File: src/rtl/dcache_controller.sv
// dcache_controller: direct-mapped, write-back, write-allocate data cache with a line refill/evict FSM
module dcache_controller #(
    parameter int INDEX_BITS = 4,
    parameter int LINE_BITS  = 256
) (
    input  logic                 clk_i,
    input  logic                 rst_i,
    input  logic                 cpu_req_i,
    input  logic                 cpu_write_i,
    input  logic [31:0]          cpu_addr_i,
    input  logic [31:0]          cpu_data_i,
    output logic [31:0]          cpu_data_o,
    output logic                 cpu_stall_o,
    output logic                 mem_enable_o,
    output logic                 mem_write_o,
    output logic [31:0]          mem_addr_o,
    output logic [LINE_BITS-1:0] mem_data_o,
    input  logic [LINE_BITS-1:0] mem_data_i,
    input  logic                 mem_ack_i
);
    localparam int LINES    = 1 << INDEX_BITS;
    localparam int TAG_BITS = 27 - INDEX_BITS;

    typedef enum logic [1:0] {IDLE, WRITEBACK, ALLOCATE} state_t;

    state_t                r_state;
    logic                  r_mem_en;
    logic                  r_mem_we;
    logic [31:0]           r_mem_addr;
    logic [LINES-1:0]      r_valid;
    logic [LINES-1:0]      r_dirty;
    logic [TAG_BITS-1:0]   r_tag  [LINES];
    logic [LINE_BITS-1:0]  r_data [LINES];

    logic [TAG_BITS-1:0]   w_tag;
    logic [INDEX_BITS-1:0] w_index;
    logic [2:0]            w_word;
    logic [LINE_BITS-1:0]  w_line;
    logic                  w_idle;
    logic                  w_hit;
    logic                  w_unused;

    assign w_tag    = cpu_addr_i[31:5+INDEX_BITS];
    assign w_index  = cpu_addr_i[4+INDEX_BITS:5];
    assign w_word   = cpu_addr_i[4:2];
    assign w_unused = ^cpu_addr_i[1:0];
    assign w_line   = r_data[w_index];
    assign w_idle   = r_state == IDLE;
    assign w_hit    = cpu_req_i & r_valid[w_index] & (r_tag[w_index] == w_tag);

    // Stall is combinational so the miss-detect cycle is already frozen; forced low while in reset.
    assign cpu_stall_o  = rst_i & cpu_req_i & (~w_idle | ~w_hit);
    assign cpu_data_o   = (w_idle & w_hit & ~cpu_write_i) ? w_line[{w_word, 5'b0} +: 32] : '0;
    assign mem_enable_o = r_mem_en;
    assign mem_write_o  = r_mem_we;
    assign mem_addr_o   = r_mem_addr;
    // The victim line is still indexed by the held CPU address, so it can be decoded from state.
    assign mem_data_o   = (r_state == WRITEBACK) ? w_line : '0;

    // Miss FSM with registered memory request outputs and per-line valid/dirty bookkeeping.
    always_ff @(posedge clk_i or negedge rst_i) begin
        if (!rst_i) begin
            r_state    <= IDLE;
            r_mem_en   <= 1'b0;
            r_mem_we   <= 1'b0;
            r_mem_addr <= '0;
            r_valid    <= '0;
            r_dirty    <= '0;
        end else begin
            case (r_state)
                IDLE: begin
                    if (cpu_req_i & ~w_hit) begin
                        r_mem_en <= 1'b1;
                        if (r_valid[w_index] & r_dirty[w_index]) begin
                            r_state    <= WRITEBACK;
                            r_mem_we   <= 1'b1;
                            r_mem_addr <= {r_tag[w_index], w_index, 5'b0};
                        end else begin
                            r_state    <= ALLOCATE;
                            r_mem_we   <= 1'b0;
                            r_mem_addr <= {w_tag, w_index, 5'b0};
                        end
                    end else if (w_hit & cpu_write_i) begin
                        r_dirty[w_index] <= 1'b1;
                    end
                end
                WRITEBACK: begin
                    if (mem_ack_i) begin
                        r_state    <= ALLOCATE;
                        r_mem_we   <= 1'b0;
                        r_mem_addr <= {w_tag, w_index, 5'b0};
                    end
                end
                ALLOCATE: begin
                    if (mem_ack_i) begin
                        r_state          <= IDLE;
                        r_mem_en         <= 1'b0;
                        r_mem_addr       <= '0;
                        r_valid[w_index] <= 1'b1;
                        r_dirty[w_index] <= 1'b0;
                    end
                end
                default: r_state <= IDLE;
            endcase
        end
    end

    // Tag/data arrays: line fill on refill ack, single-word update on a store hit.
    always_ff @(posedge clk_i) begin
        if (r_state == ALLOCATE && mem_ack_i) begin
            r_data[w_index] <= mem_data_i;
            r_tag[w_index]  <= w_tag;
        end else if (w_idle & w_hit & cpu_write_i) begin
            r_data[w_index][{w_word, 5'b0} +: 32] <= cpu_data_i;
        end
    end
endmodule

File: config.mk
export PLATFORM = sky130hd
export DESIGN_NAME = dcache_controller
export DESIGN_NICKNAME = d
export VERILOG_FILES = /design/src/rtl/dcache_controller.sv
export SDC_FILE = /design/constraint.sdc
export NUM_CORES = 2
export LEC_CHECK = 0
export CORE_ASPECT_RATIO = 0.75
export CORE_MARGIN = 2
export CORE_UTILIZATION = 35
export DETAILED_ROUTE_END_ITERATION = 12
export HOLD_SLACK_MARGIN = 0.15
export PLACE_DENSITY = 0.63
export SETUP_SLACK_MARGIN = 0.3
export SYNTH_ARGS = -nofsm -noshare
export SYNTH_HDL_FRONTEND = slang
export SYNTH_MEMORY_MAX_BITS = 65536
export SYNTH_SLANG_ARGS = --single-unit
File: constraint.sdc
create_clock -name clk_i -period 6.4 [get_ports clk_i]
set_input_delay 1.28 -clock clk_i [delete_from_list [all_inputs] [get_ports clk_i]]
set_output_delay 1.28 -clock clk_i [all_outputs]
set_load 0.05 [all_outputs]
==> reports/results.ini <==
[run_status]
status=finished, violations left
violations=negative setup slack

[layout]
fillers=43000
nets=9413
final_common_cell=edfxtp_1
fin_cells=16300
syn_to_final_growth_pct=21.0
layout-drive-gt1-share_pct=38.7
final_cell_mix=edfxtp_1 (4,464), mux4_2 (1,426), buf_4 (728)
fin_util_pct=42.5
stdcell_area_um2=216000

[timing]
fin_crit_sh_pct=101
skew_ns=0.0945
setup_violations=20
max_slew_margin_pct=11.6
hold_viol=0
hold_ws_ns=0.463
timing.final.crit_period_ns=6.45
fin_tns_setup_ns=-0.385
worst_slack_ns=-0.0454
drv_slew=0
worst_pin_slew_ns=1.33
rsz0062_at_grt=yes
fmax_mhz=155

[floorplanning]
die_y_um=623
dieWidth_um=829
initial_utilization_pct=35.1
fp-row-count=227
die_area_um2=516000
core_um2=509000
io_pins=648

[logic_synthesis]
syn_area_um2=179000
ys_types=74
synth_top_area_share_pct=75.0
synth-edff-count=4464
synthTopCellsByArea=edfxtp_1 (75%), mux4_2 (18%), mux2_2 (1.8%)
yosysWarnings=0
yosysSeqAreaShare_pct=75.9
synth_seq_cells=4527
synth-async-reset-ratio_pct=1.39
synth_top_cell_by_area=edfxtp_1
synth-main-ff-cell=edfxtp_1
synth_cells=7700
avgSynthCellArea_um2=23.2

[drt]
antenna_left=0
drtIter0Drc=13900
vias=92400
first_pass_iters=7
vias_per_cell=5.66
drt-total-wl_um=586000
wl_per_cell_um=36.0
drc_errors=0

[pwr]
p_per_area_nw_per_um2=302
power_mw=65.2
ir_worst_vdd_uv=239
leakage_nw=68.4

[clock_network]
insertion_delay_ns=1.04
cts.path.max_buffers=4
clk_pin_slew_ns=0.06
cts_buffers=429
htree_levels=5
cts_tree=done
clock_sinks=4527
cts_root_buffer=clkbuf_16

[flow_run]
max_cap_violations=0

[critical_path]
rrSetupSlack_ns=1.37
startpoint_type=primary input
cp.arrival_ns=5.17
critPathRequiredTime_ns=5.12
timing.rr.end=r_data[3][248]$_DFFE_PP_
worstReg2RegStart=r_tag[13][6]$_DFFE_PP_
ff2ff_path_depth=12
end_kind=output port
worstSetupPathType=primary input to output port
cp_max_fo=11

[min_path]
hp-class=flip-flop to flip-flop
holdPathEnd=r_valid[1]$_DFFE_PN0P_
min_from=r_valid[1]$_DFFE_PN0P_
hold_path_depth=1

[placed_design]
io_buffers=640
pre_cts_ws_ns=-0.736
globalplace.congestion=0.859
hpwl_um=373000
place_inst=15400
dpl_cell_area_um2=202000

[global_route]
first_global_vias=90500
track_usage_pct=22.0
antenna_found_initial=116
grt_pass1_wl_um=781000
grt-ovfl-total=0
grt_max_degree=168

worst max path at each step:
| stage | startpoint | to | slack (ns) | cells after the start |
|---|---|---|---|---|
| floorplan | cpu_addr_i[5] | r_data[14][160]$_DFFE_PP_ | -0.08 | 16 |
| global placement | cpu_addr_i[5] | cpu_data_o[25] | -0.71 | 14 |
| detailed placement | cpu_addr_i[5] | cpu_data_o[18] | -0.74 | 14 |
| CTS | cpu_addr_i[5] | cpu_data_o[18] | -0.11 | 13 |
| global route | cpu_addr_i[5] | cpu_data_o[30] | -0.07 | 14 |
| finish | cpu_addr_i[5] | cpu_data_o[30] | -0.05 | 14 |
synth_stat cells, drive strengths merged, types with 2 or more instances:
cell type,instances
edfxtp,4464
mux4,1426
clkbuf,305
mux2,303
and2,265
nor2,190
buf,154
nand2,121
dfrtp,63
o21ai,63
a21oi,52
mux2i,45
nand3,30
inv,27
o22ai,20
or2,20
nor2b,12
or4,11
xor2,10
a22o,9
a211oi,8
and3,8
nor3,8
xnor2,8
a2111oi,7
a22oi,7
nand2b,7
nor4,7
ha,6
or3,5
a2bb2o,4
nand4,4
a31oi,3
o211ai,3
a311o,2
o21a,2
o221ai,2
or4b,2
cell families (layout without fill, tap and decap cells):
| group | after synthesis | after routing | synth area share, % |
|---|---|---|---|
| buffers and inverters | 487 | 2222 | 1.14 |
| DFF | 4527 | 4527 | 75.9 |
| AOI/OAI and AO/OA | 194 | 194 | 0.680 |
| muxes | 1774 | 1774 | 20.1 |
| other | 1 | 122 | 0.00210 |
| adders and majority gates | 6 | 6 | 0.0420 |
| and+or+nand+nor | 693 | 693 | 2.03 |
| xor gates and xnor gates | 18 | 18 | 0.0882 |
state kept, by name, summed over array words and instances (netlist names), named ones only:
name,count
r_data,4096
r_state,2
mem_write_o,1
r_valid,16
mem_addr_o,27
r_tag,368
mem_enable_o,1
timing repair:
action                                 4_1_cts  5_1_grt
pin swaps                                    2        2
gates cloned                                 2        1
endpoints found under the hold margin       14        0
setup endpoints to repair                   34       34
gates resized for setup                     35       15
hold buffers                                 1        0
setup buffers                                4        0
where the power goes:
group          switching [mW]  internal, mW  leakage [nW]
Sequential              0.185          33.2          41.0
Clock                    11.2          14.3          6.77
Combinational            3.95          2.31          20.6
Total                    15.4          49.8          68.4
final cells by class:
class | instances | area, um2 | area share (%)
flip-flops and latches | 4527 | 136000 | 62.7
inverters | 28 | 120 | 0.0555
repair buffers | 1406 | 15100 | 6.98
multi-input cells | 2690 | 42700 | 19.7
clock inverters | 261 | 2800 | 1.30
diodes | 117 | 293 | 0.135
clock buffers | 527 | 11200 | 5.16
well taps | 6755 | 8450 | 3.91
critical path, stage by stage:
cell and delay [ns]:
buf_16 0.16, buf_4 0.17, mux4_2 0.50, nor2b_1 0.17
o311a_1 0.35, a21oi_2 0.12, nand4_1 0.29, buf_4 0.26
or4_4 0.51, or4_4 0.54, buf_12 0.22, buf_16 0.20
a21oi_4 0.16, buf_12 0.16
per-layer routing:
metal  global-route usage, %  vias to the layer above  wire (um)
met5                       0                        -        345
met4                    11.6                       48      32500
met3                    5.74                      961      62400
met2                    33.5                     5748     271000
met1                    29.2                    49900     220000
li1                        -                    35700          -
Note: power is estimated with default switching activity, not from simulation.
